`src/rtl/image_stream_framer_if.sv`:
```
`default_nettype none
// ============================================================================
//  Module      : image_stream_framer_if
//  Description : Control, upstream pixel stream and downstream protocol byte
//                stream of the image stream framer, bundled as one interface.
//                master = framer side, slave = surrounding logic.
//  Revision    : 1.0  initial release
// ============================================================================
interface image_stream_framer_if #(
    parameter int DATA_BITS_OUT = 8
);
    // Frame request
    logic                     start;
    logic [15:0]              width_in;
    logic [15:0]              height_in;
    logic [1:0]               pattern_sel;

    // Upstream pixel stream
    logic [DATA_BITS_OUT-1:0] data_in;
    logic                     valid_in;
    logic                     ready_in;

    // Downstream protocol byte stream
    logic [DATA_BITS_OUT-1:0] data_out;
    logic                     valid_out;
    logic                     ready_out;

    // Status
    logic                     busy;
    logic                     done;
    logic                     dim_err;

    modport master (
        input  start,
        input  width_in,
        input  height_in,
        input  pattern_sel,
        input  data_in,
        input  valid_in,
        output ready_in,
        output data_out,
        output valid_out,
        input  ready_out,
        output busy,
        output done,
        output dim_err
    );

    modport slave (
        output start,
        output width_in,
        output height_in,
        output pattern_sel,
        output data_in,
        output valid_in,
        input  ready_in,
        input  data_out,
        input  valid_out,
        output ready_out,
        input  busy,
        input  done,
        input  dim_err
    );
endinterface : image_stream_framer_if
`default_nettype wire

```
`src/rtl/image_stream_framer.sv`:
```
`default_nettype none
// ============================================================================
//  Module      : image_stream_framer
//  Description : Transmit side of the Sobel byte-stream protocol. Emits a
//                4-byte little-endian header (width, height) followed by
//                width*height raster-order pixels taken from an upstream
//                valid/ready stream or an internal test pattern.
//  Revision    : 1.0  initial release
// ============================================================================
module image_stream_framer #(
    parameter int DATA_BITS_OUT = 8,
    parameter int MAX_WIDTH     = 2048
) (
    input  logic                  clk,
    input  logic                  rst,
    image_stream_framer_if.master bus
);

    localparam logic [15:0] c_max_width = 16'(MAX_WIDTH);

    typedef enum logic [1:0] {
        ST_IDLE = 2'd0,
        ST_HDR  = 2'd1,
        ST_PIX  = 2'd2,
        ST_DONE = 2'd3
    } state_t;

    // ------------------------------------------------------------------
    // Registered state
    // ------------------------------------------------------------------
    state_t                   r_state;
    logic [15:0]              r_width;
    logic [15:0]              r_height;
    logic [1:0]               r_pattern;
    logic [15:0]              r_x;
    logic [15:0]              r_y;
    logic [1:0]               r_hdr_cnt;
    logic                     r_last_loaded;
    logic [DATA_BITS_OUT-1:0] r_data_out;
    logic                     r_valid_out;
    logic                     r_dim_err;

    // ------------------------------------------------------------------
    // Combinational control
    // ------------------------------------------------------------------
    state_t                   w_state_nxt;
    logic                     w_can_load;
    logic                     w_dims_ok;
    logic                     w_accept;
    logic                     w_reject;
    logic                     w_load;
    logic [DATA_BITS_OUT-1:0] w_load_byte;
    logic                     w_ready_in;
    logic                     w_pix_adv;
    logic                     w_x_last;
    logic                     w_y_last;
    logic                     w_last_pix;
    logic                     w_xfer;
    logic [DATA_BITS_OUT-1:0] w_hdr_byte;
    logic [DATA_BITS_OUT-1:0] w_pat_byte;

    // The output register can take a new byte when empty or draining this cycle.
    assign w_can_load = !r_valid_out || bus.ready_out;
    assign w_xfer     = r_valid_out && bus.ready_out;

    // Zero-sized or over-wide frames are refused before any byte is sent.
    assign w_dims_ok  = (bus.width_in != 16'd0) && (bus.height_in != 16'd0) &&
                        (bus.width_in <= c_max_width);

    // Frame end is found by coordinate compare, so no width*height product.
    assign w_x_last   = (r_x == (r_width  - 16'd1));
    assign w_y_last   = (r_y == (r_height - 16'd1));
    assign w_last_pix = w_x_last && w_y_last;

    // Header byte selected by the header counter, little-endian order.
    always_comb begin
        w_hdr_byte = '0;
        case (r_hdr_cnt)
            2'd0:    w_hdr_byte = DATA_BITS_OUT'(r_width[7:0]);
            2'd1:    w_hdr_byte = DATA_BITS_OUT'(r_width[15:8]);
            2'd2:    w_hdr_byte = DATA_BITS_OUT'(r_height[7:0]);
            default: w_hdr_byte = DATA_BITS_OUT'(r_height[15:8]);
        endcase
    end

    // Test pattern pixel for the current coordinate.
    always_comb begin
        w_pat_byte = '0;
        case (r_pattern)
            2'd1:    w_pat_byte = DATA_BITS_OUT'(r_x[7:0]);
            2'd2:    w_pat_byte = DATA_BITS_OUT'(r_y[7:0]);
            2'd3:    w_pat_byte = DATA_BITS_OUT'({8{r_x[3] ^ r_y[3]}});
            default: w_pat_byte = '0;
        endcase
    end

    // Next-state and load decisions; the first header byte is loaded on accept
    // so it appears the cycle after start.
    always_comb begin
        w_state_nxt = r_state;
        w_accept    = 1'b0;
        w_reject    = 1'b0;
        w_load      = 1'b0;
        w_load_byte = '0;
        w_ready_in  = 1'b0;
        w_pix_adv   = 1'b0;

        case (r_state)
            ST_IDLE, ST_DONE: begin
                if (r_state == ST_DONE) begin
                    w_state_nxt = ST_IDLE;
                end
                if (bus.start) begin
                    if (w_dims_ok) begin
                        w_accept    = 1'b1;
                        w_load      = 1'b1;
                        w_load_byte = DATA_BITS_OUT'(bus.width_in[7:0]);
                        w_state_nxt = ST_HDR;
                    end else begin
                        w_reject    = 1'b1;
                    end
                end
            end

            ST_HDR: begin
                if (w_can_load) begin
                    w_load      = 1'b1;
                    w_load_byte = w_hdr_byte;
                    if (r_hdr_cnt == 2'd3) begin
                        w_state_nxt = ST_PIX;
                    end
                end
            end

            ST_PIX: begin
                if (!r_last_loaded && w_can_load) begin
                    if (r_pattern == 2'd0) begin
                        w_ready_in = 1'b1;
                        if (bus.valid_in) begin
                            w_load      = 1'b1;
                            w_load_byte = bus.data_in;
                            w_pix_adv   = 1'b1;
                        end
                    end else begin
                        w_load      = 1'b1;
                        w_load_byte = w_pat_byte;
                        w_pix_adv   = 1'b1;
                    end
                end
                if (r_last_loaded && w_xfer) begin
                    w_state_nxt = ST_DONE;
                end
            end

            default: w_state_nxt = ST_IDLE;
        endcase
    end

    // State register.
    always_ff @(posedge clk) begin
        if (rst) begin
            r_state <= ST_IDLE;
        end else begin
            r_state <= w_state_nxt;
        end
    end

    // One-deep output register; holds its byte while the receiver stalls.
    always_ff @(posedge clk) begin
        if (rst) begin
            r_data_out  <= '0;
            r_valid_out <= 1'b0;
        end else if (w_load) begin
            r_data_out  <= w_load_byte;
            r_valid_out <= 1'b1;
        end else if (w_xfer) begin
            r_valid_out <= 1'b0;
        end
    end

    // Frame configuration, header counter and raster coordinates.
    always_ff @(posedge clk) begin
        if (rst) begin
            r_width       <= '0;
            r_height      <= '0;
            r_pattern     <= '0;
            r_hdr_cnt     <= '0;
            r_x           <= '0;
            r_y           <= '0;
            r_last_loaded <= 1'b0;
        end else if (w_accept) begin
            r_width       <= bus.width_in;
            r_height      <= bus.height_in;
            r_pattern     <= bus.pattern_sel;
            r_hdr_cnt     <= 2'd1;
            r_x           <= '0;
            r_y           <= '0;
            r_last_loaded <= 1'b0;
        end else begin
            if ((r_state == ST_HDR) && w_load) begin
                r_hdr_cnt <= r_hdr_cnt + 2'd1;
            end
            if (w_pix_adv) begin
                r_last_loaded <= w_last_pix;
                if (w_x_last) begin
                    r_x <= '0;
                    r_y <= r_y + 16'd1;
                end else begin
                    r_x <= r_x + 16'd1;
                end
            end
        end
    end

    // Reject pulse lasts exactly one cycle after the refused start.
    always_ff @(posedge clk) begin
        if (rst) begin
            r_dim_err <= 1'b0;
        end else begin
            r_dim_err <= w_reject;
        end
    end

    assign bus.ready_in  = w_ready_in;
    assign bus.data_out  = r_data_out;
    assign bus.valid_out = r_valid_out;
    assign bus.busy      = (r_state == ST_HDR) || (r_state == ST_PIX);
    assign bus.done      = (r_state == ST_DONE);
    assign bus.dim_err   = r_dim_err;

endmodule : image_stream_framer
`default_nettype wire

```
`src/flat_wrapper.sv`:
```
// flat-port wrapper written by rule: the top's interface ports become plain ports
module image_stream_framer_flat 
#(
    parameter int DATA_BITS_OUT = 8,
    parameter int MAX_WIDTH     = 2048
)
  (clk, rst, bus_start, bus_width_in, bus_height_in, bus_pattern_sel, bus_data_in, bus_valid_in, bus_ready_in, bus_data_out, bus_valid_out, bus_ready_out, bus_busy, bus_done, bus_dim_err);
  image_stream_framer_if #(.DATA_BITS_OUT(DATA_BITS_OUT)) bus_i ();
  input  logic clk;
  input  logic rst;
  input wire logic [$bits(bus_i.start)-1:0] bus_start;
  input wire logic [$bits(bus_i.width_in)-1:0] bus_width_in;
  input wire logic [$bits(bus_i.height_in)-1:0] bus_height_in;
  input wire logic [$bits(bus_i.pattern_sel)-1:0] bus_pattern_sel;
  input wire logic [$bits(bus_i.data_in)-1:0] bus_data_in;
  input wire logic [$bits(bus_i.valid_in)-1:0] bus_valid_in;
  output wire logic [$bits(bus_i.ready_in)-1:0] bus_ready_in;
  output wire logic [$bits(bus_i.data_out)-1:0] bus_data_out;
  output wire logic [$bits(bus_i.valid_out)-1:0] bus_valid_out;
  input wire logic [$bits(bus_i.ready_out)-1:0] bus_ready_out;
  output wire logic [$bits(bus_i.busy)-1:0] bus_busy;
  output wire logic [$bits(bus_i.done)-1:0] bus_done;
  output wire logic [$bits(bus_i.dim_err)-1:0] bus_dim_err;
  assign bus_i.start = bus_start;
  assign bus_i.width_in = bus_width_in;
  assign bus_i.height_in = bus_height_in;
  assign bus_i.pattern_sel = bus_pattern_sel;
  assign bus_i.data_in = bus_data_in;
  assign bus_i.valid_in = bus_valid_in;
  assign bus_ready_in = bus_i.ready_in;
  assign bus_data_out = bus_i.data_out;
  assign bus_valid_out = bus_i.valid_out;
  assign bus_i.ready_out = bus_ready_out;
  assign bus_busy = bus_i.busy;
  assign bus_done = bus_i.done;
  assign bus_dim_err = bus_i.dim_err;
  image_stream_framer #(.DATA_BITS_OUT(DATA_BITS_OUT), .MAX_WIDTH(MAX_WIDTH)) u_core (.clk(clk), .rst(rst), .bus(bus_i));
endmodule
```
`config.mk`:
```
export PLATFORM = sky130hd
export DESIGN_NAME = image_stream_framer_flat
export DESIGN_NICKNAME = d
export VERILOG_FILES = /design/src/rtl/image_stream_framer_if.sv /design/src/rtl/image_stream_framer.sv /design/src/flat_wrapper.sv
export SDC_FILE = /design/constraint.sdc
export NUM_CORES = 1
export LEC_CHECK = 0
export BUFFER_PORTS_ARGS = -buffer_cell sky130_fd_sc_hd__buf_2
export CAP_MARGIN = 20
export CORE_MARGIN = 2
export CORE_UTILIZATION = 34
export DETAILED_ROUTE_END_ITERATION = 10
export PLACE_DENSITY = 0.5
export SYNTH_ARGS = -nofsm -noshare
export SYNTH_HDL_FRONTEND = slang
export SYNTH_SLANG_ARGS = --single-unit
```
`constraint.sdc`:
```
create_clock -name clk -period 2.5 [get_ports clk]
set_input_delay 0.125 -clock clk [delete_from_list [all_inputs] [get_ports clk]]
set_output_delay 0.125 -clock clk [all_outputs]
set_load 0.005 [all_outputs]
```
==> results of run 1 <==
[where the power goes]
| group | total, mW | internal (mW) | switching [mW] | leakage [nW] |
|---|---|---|---|---|
| combinational | 0.679 | 0.298 | 0.382 | 1.78 |
| clock | 1.46 | 0.905 | 0.552 | 0.153 |
| sequential | 1.35 | 1.33 | 0.0246 | 0.656 |
[stage by stage]
stage	hold slack (ns)	instances
6_report	0.0187	922
3_5_place_dp	0.377	899
5_1_grt	0.0188	922
4_1_cts	0.00810	919
2_1_floorplan	0.237	632
3_3_place_gp	0.377	899
[state kept, by name (all words and copies together), names as in the netlist]
| register | flops |
|---|---|
| u_core.r_state | 2 |
| u_core.r_width | 16 |
| u_core.r_x | 16 |
| u_core.r_height | 16 |
| u_core.r_hdr_cnt | 2 |
| u_core.bus.valid_out | 1 |
| u_core.bus.data_out | 8 |
| u_core.bus.dim_err | 1 |
| u_core.r_pattern | 2 |
| u_core.r_y | 16 |
| u_core.r_last_loaded | 1 |
[per-layer routing]
layer | track usage [%] | up-vias | share of wire [%]
met4 | 6.68 | 0 | 1.7
met3 | 4.42 | 19 | 5.0
met5 | 0 | - | 0
li1 | - | 2475 | -
met1 | 29.0 | 2413 | 48
met2 | 32.4 | 164 | 45
[cells by family (layout without fill, tap and decap cells)]
logic type                 after synthesis  after routing  share of synthesized area, %
buffers and inverters                   57            167                          4.55
xor gates and xnor gates                56             56                          9.95
AOI/OAI and AO/OA                      138            138                          18.8
and+or+nand+nor                        274            274                          27.9
DFF                                     81             81                          32.9
adders and majority gates               11             11                          2.79
muxes                                   15             15                          3.12
[path summary, 6_finish.rpt]
| check | from | endpoint | slack (ns) | cells past startpoint |
|---|---|---|---|---|
| worst max-delay path | u_core.r_width[5] | u_core.r_y[12] | -0.14 | 10 |
| worst min-delay path | bus_width_in[7] | u_core.r_width[7] | 0.02 | 3 |
| worst max register to register | u_core.r_width[5] | u_core.r_y[12] | -0.14 | 10 |
| worst min register to register | u_core.r_height[3] | u_core.r_height[3] | 0.50 | 2 |
[what timing repair did]
| item | CTS | global route |
|---|---|---|
| setup buffers | 3 | 2 |
| hold endpoints to repair | 0 | 0 |
| cloned | 1 | 1 |
| pin swaps | 7 | 6 |
| hold buffers | 0 | 0 |
| endpoints found under the setup margin | 32 | 32 |
| resized for setup | 23 | 13 |
[worst register-to-register path, delay by kind of cell (launching register included)]
family	cells	cell delay, ns
AOI/OAI and AO/OA	2	0.34
buffers and inverters	2	0.33
DFF	1	0.35
and+or+nand+nor	6	1.56
[synthesized netlist by cell type (12+ instances only)]
library cell / number / area (um2)
inv_1: 13 / 48.8
clkbuf_1: 38 / 143
mux2i_1: 12 / 120
xnor2_1: 28 / 245
nand2_1: 86 / 323
dfxtp_1: 81 / 1620
xor2_1: 28 / 245
a21oi_1: 45 / 225
nand3_1: 15 / 75.1
o21ai_0: 37 / 185
nor3_1: 14 / 70.1
nand4_1: 12 / 75.1
nor2_1: 61 / 229
nor4_1: 16 / 100
a222oi_1: 13 / 130
[cell type report]
type,count,share of cell area [%]
tap,180,3.48
sequential,81,25.2
multi-input combinational,494,51.4
inverter,14,0.813
clock buffer,12,3.81
clock inverter,4,1.18
timing repair buffer,137,14.1
==> metrics.txt, run 1 <==
maximum vdd drop=368 uV; crit-path max FO=5; vias in the first global route=4,775; clk_lat worst skew=between 0.3 and 0.4 ns; global route total overflow=0; DRT Pass-1 Iters=6; Max Cap Viol=0; die span in y=roughly 120 um; H-Tree Depth=3; Boundary Pins=60; post-route ant nets=0; Period Utilization, post-route=106%; CTS tree=done; antenna violations before repair=0; die area=between 15,000 and 20,000 um2; Cell Area, Placed=5920 um2; failing checks=setup timing; final antenna diode count=0; clk slew on worst S/H paths=around 0.060 ns; CP max stage cell=nor4_4; Cell Area, Synth=roughly 4900 um2; Largest delay share family, worst path=simple AND/OR/NAND/NOR gates; ys flop type=dfxtp_1; Slew Limit Fails=0; Total Wirelength=about 17 mm; Register Area=1630 um2; Final Core Density=46.0%; Worst slew margin=58.9%; Max clock buf depth=2; Vias=5,071; DP Worst Slack=-0.235 ns; number of synthesized flops with an enable pin=0; setup TNS=-1.66 ns; Synth-to-Final Area Change=31.2%; Sink Count=81; area of the multi-input gates=between 3000 and 4000 um2; Cell Rows=43; CP endpoint kind=flop; DRC Markers=0; layout cell share with drive strength beyond 1=between 20% and 30%; filler cell count=about 1,400; Req. time, crit path=2.78 ns; WP buf/inv=2; commonest non-fill, non-tap cell in the layout=nand2_1; PwrDens=540 nW/um2; final clock skew=0.00683 ns; P_leak=2.59 nW; Core Box Area=approximately 14,000 um2; DP Wirelength=approximately 13 mm; Mapped Cells=632; warnings from Yosys=0; final worst path period need=about 2.6 ns; DIE WIDTH=roughly 120 um; Async S/R FF share, synth=0%; post-synth cell types=between 60 and 70; post-synthesis sequential area ratio=32.9%; Worst setup SP type=flop; Final Setup Violations=26; Final #Nets=795; Syn Nets=690; most frequent cells in the layout=nand2_1 (85), dfxtp_1 (77), buf_4 (74); Critical Path AT=a little under 3 ns; Initial Util=between 30% and 40%; status=finished, violations left; RSZ-0062 raised after global routing=yes; design area=roughly 6500 um2; vias per cell=~5.5; GRT Util Overall=around a fifth; initial DRC count=399; Worst Max-Slew Pin Slew=between 0.6 and 0.7 ns; first-pass GRT wire length=about 26 mm; Hold Crit Class=in2reg; Num CTS Buffers=9; Design Power=3.49 mW; Fmax=378 MHz; Final Hold Viols=0; IO Port Bufs=59; mean area per synthesized cell=slightly below 8 um2; slowest stage delay, CP=approximately 0.36 ns; worst path cell trace=nor4_2, buf_4, and2_1, and3_1, o311ai_2, nor4_4, nand4_1, buf_6, or3_1, a21oi_1; #FFs+latches synth=between 80 and 90; Final Worst Setup Slack=-0.143 ns; largest net degree at the start of global routing=25; WL/cell=17.9 um; WS Path Type=reg2reg; placer congestion estimate=between 0.9 and 1; Root Buffer=clkbuf_16
Note: power is estimated with default switching activity, not from simulation.
==> inputs of run 2 (changes only) <==
PLACE_DENSITY = 0.51   (was 0.5)
==> metrics.txt, run 2 (synthesis results as in run 1) <==
Final Setup Violations=32; status=finished, violations left; commonest non-fill, non-tap cell in the layout=nand2_1; Num CTS Buffers=9; Reg power frac=a little under two fifths; failing checks=setup timing; global route total overflow=0; Psw=around 0.97 mW; Worst Hold Launch=bus_pattern_sel[0]; Max clock buf depth=2; Worst slew margin=between 60% and 70%; vias per cell=around 5.5; Fmax=360 MHz; final clock skew=approximately 0.0082 ns; Req. time, crit path=roughly 2.8 ns; Critical Path AT=roughly 3.1 ns; CTS tree=done; Sink Count=between 80 and 90; maximum vdd drop=about 340 uV; DP Worst Slack=-0.251 ns; largest net degree at the start of global routing=28; initial DRC count=about 560; most frequent cells in the layout=nand2_1 (85), dfxtp_1 (78), buf_4 (73); Total Wirelength=16.5 mm; Synth-to-Final Area Change=34.5%; WL/cell=approximately 18 um; crit path launch=u_core.r_width[1]; placer congestion estimate=0.923; area of the multi-input gates=around 3400 um2; Crit Reg-Reg Startpoint=u_core.r_width[1]; clk slew on worst S/H paths=~0.060 ns; filler cell count=about 1,400; final antenna diode count=0; die area=15,500 um2; Max Cap Viol=0; H-Tree Depth=3; P_int=2.64 mW; WS Path Type=reg2reg; RSZ-0062 raised after global routing=yes; setup TNS=-6.62 ns; Vias=roughly 5,100; Hold Crit Class=in2reg; hold_ws=roughly 0.028 ns; DRT Pass-1 Iters=7; Cell Rows=between 40 and 50; Final Hold Viols=0; layout cell share with drive strength beyond 1=roughly 29%; first-pass GRT wire length=around 26 mm; worst setup path end=u_core.r_last_loaded; Worst Max-Slew Pin Slew=0.580 ns; Worst setup SP type=flop; final worst path period need=approximately 2.8 ns; Final #Nets=~800; Slew Limit Fails=0; Worst Reg-to-Reg Cells=9; DIE WIDTH=about 120 um; Critical R2R Capture=u_core.r_last_loaded; Net Sw Frac=between 20% and 30%; clock power share=about 43%; DP Wirelength=12.8 mm; Comb power frac=slightly below 20%; Period Utilization, post-route=111%; crit-path max FO=6; IO Port Bufs=59; worst reg2reg setup slack=-0.28 ns; CP endpoint kind=flop; clk_lat worst skew=between 0.3 and 0.4 ns; Core Box Area=about 14,000 um2; GRT Util Overall=about a fifth; vias in the first global route=4,952; DRC Markers=0; Final Core Density=47.2%; Register Area=between 1500 and 2000 um2; Initial Util=between 30% and 40%; Boundary Pins=60; antenna violations before repair=0; Hold-fix buffers, CTS=0; P_leak=2.61 nW; Root Buffer=clkbuf_16; PwrDens=approximately 540 nW/um2; die span in y=124 um; post-route ant nets=0; Final Worst Setup Slack=-0.281 ns
## run 2: cell types whose count changed in the layout (fill, tap and decap cells not counted), sizes merged
cell	previous run	this run
buf	136	140
bufinv	2	3
clkbuf	13	12
## run 2: worst max-delay path, stage by stage (launching register included)
cell and delay, ns:
dfxtp_4 0.36, or4_4 0.59, buf_6 0.14, o41ai_2 0.18
o32a_2 0.22, a21oi_4 0.08, nor4_4 0.43, nand2_2 0.15
or4_1 0.43, a21oi_1 0.13
## run 2: final cells by class
| type | instances | share of cell area (%) |
|---|---|---|
| Multi-Input combinational cell | 494 | 51.4 |
| Sequential cell | 81 | 24.6 |
| Timing Repair Buffer | 141 | 14.6 |
| Clock buffer | 11 | 3.66 |
| Tap cell | 180 | 3.40 |
| Clock inverter | 5 | 1.55 |
| Inverter | 14 | 0.793 |
## run 2: power by group through the flow
stage | Combinational (mW) | Sequential [mW] | Clock (mW)
after floorplan | 0.369 | 1.39 | 0
after global placement | 0.659 | 1.38 | 0
after detailed placement | 0.670 | 1.38 | 0
after CTS | 0.681 | 1.35 | 1.58
after global routing | 0.780 | 1.36 | 1.64
final | 0.707 | 1.35 | 1.55
## run 2: metrics by stage
stage                     std cells  instance area (um2)  total power, mW
after floorplan                 632                 5020             1.76
after global placement          903                 5950             2.04
after detailed placement        903                 5950             2.05
after CTS                       924                 6390             3.62
after global routing            926                 6630             3.77
final                           926                 6630             3.61
## run 2: what timing repair did
item | in CTS | in global routing
gates cloned | 1 | 1
gates resized for setup | 15 | 48
buffers inserted | 4 | 2
pin swaps | 10 | 29
endpoints found under the setup margin | 32 | 33
hold endpoints to repair | 0 | 0
## run 2: worst min-delay path by stage
stage	to	slack [ns]	cells past startpoint
6_report	u_core.r_pattern[0]	0.03	3
5_1_grt	u_core.r_pattern[0]	0.03	3
4_1_cts	u_core.r_height[15]	0.02	3
3_5_place_dp	u_core.r_height[15]	0.39	3
3_3_place_gp	u_core.r_pattern[0]	0.38	3
2_1_floorplan	u_core.r_width[7]	0.24	2
## run 2: layer usage
metal  global-route usage, %  vias up  wire, um
li1                        -     2476         -
met1                    30.1     2451      7900
met2                    32.7      154      7360
met3                    3.09       26       886
met4                    7.67        0       379
met5                       0        -         0
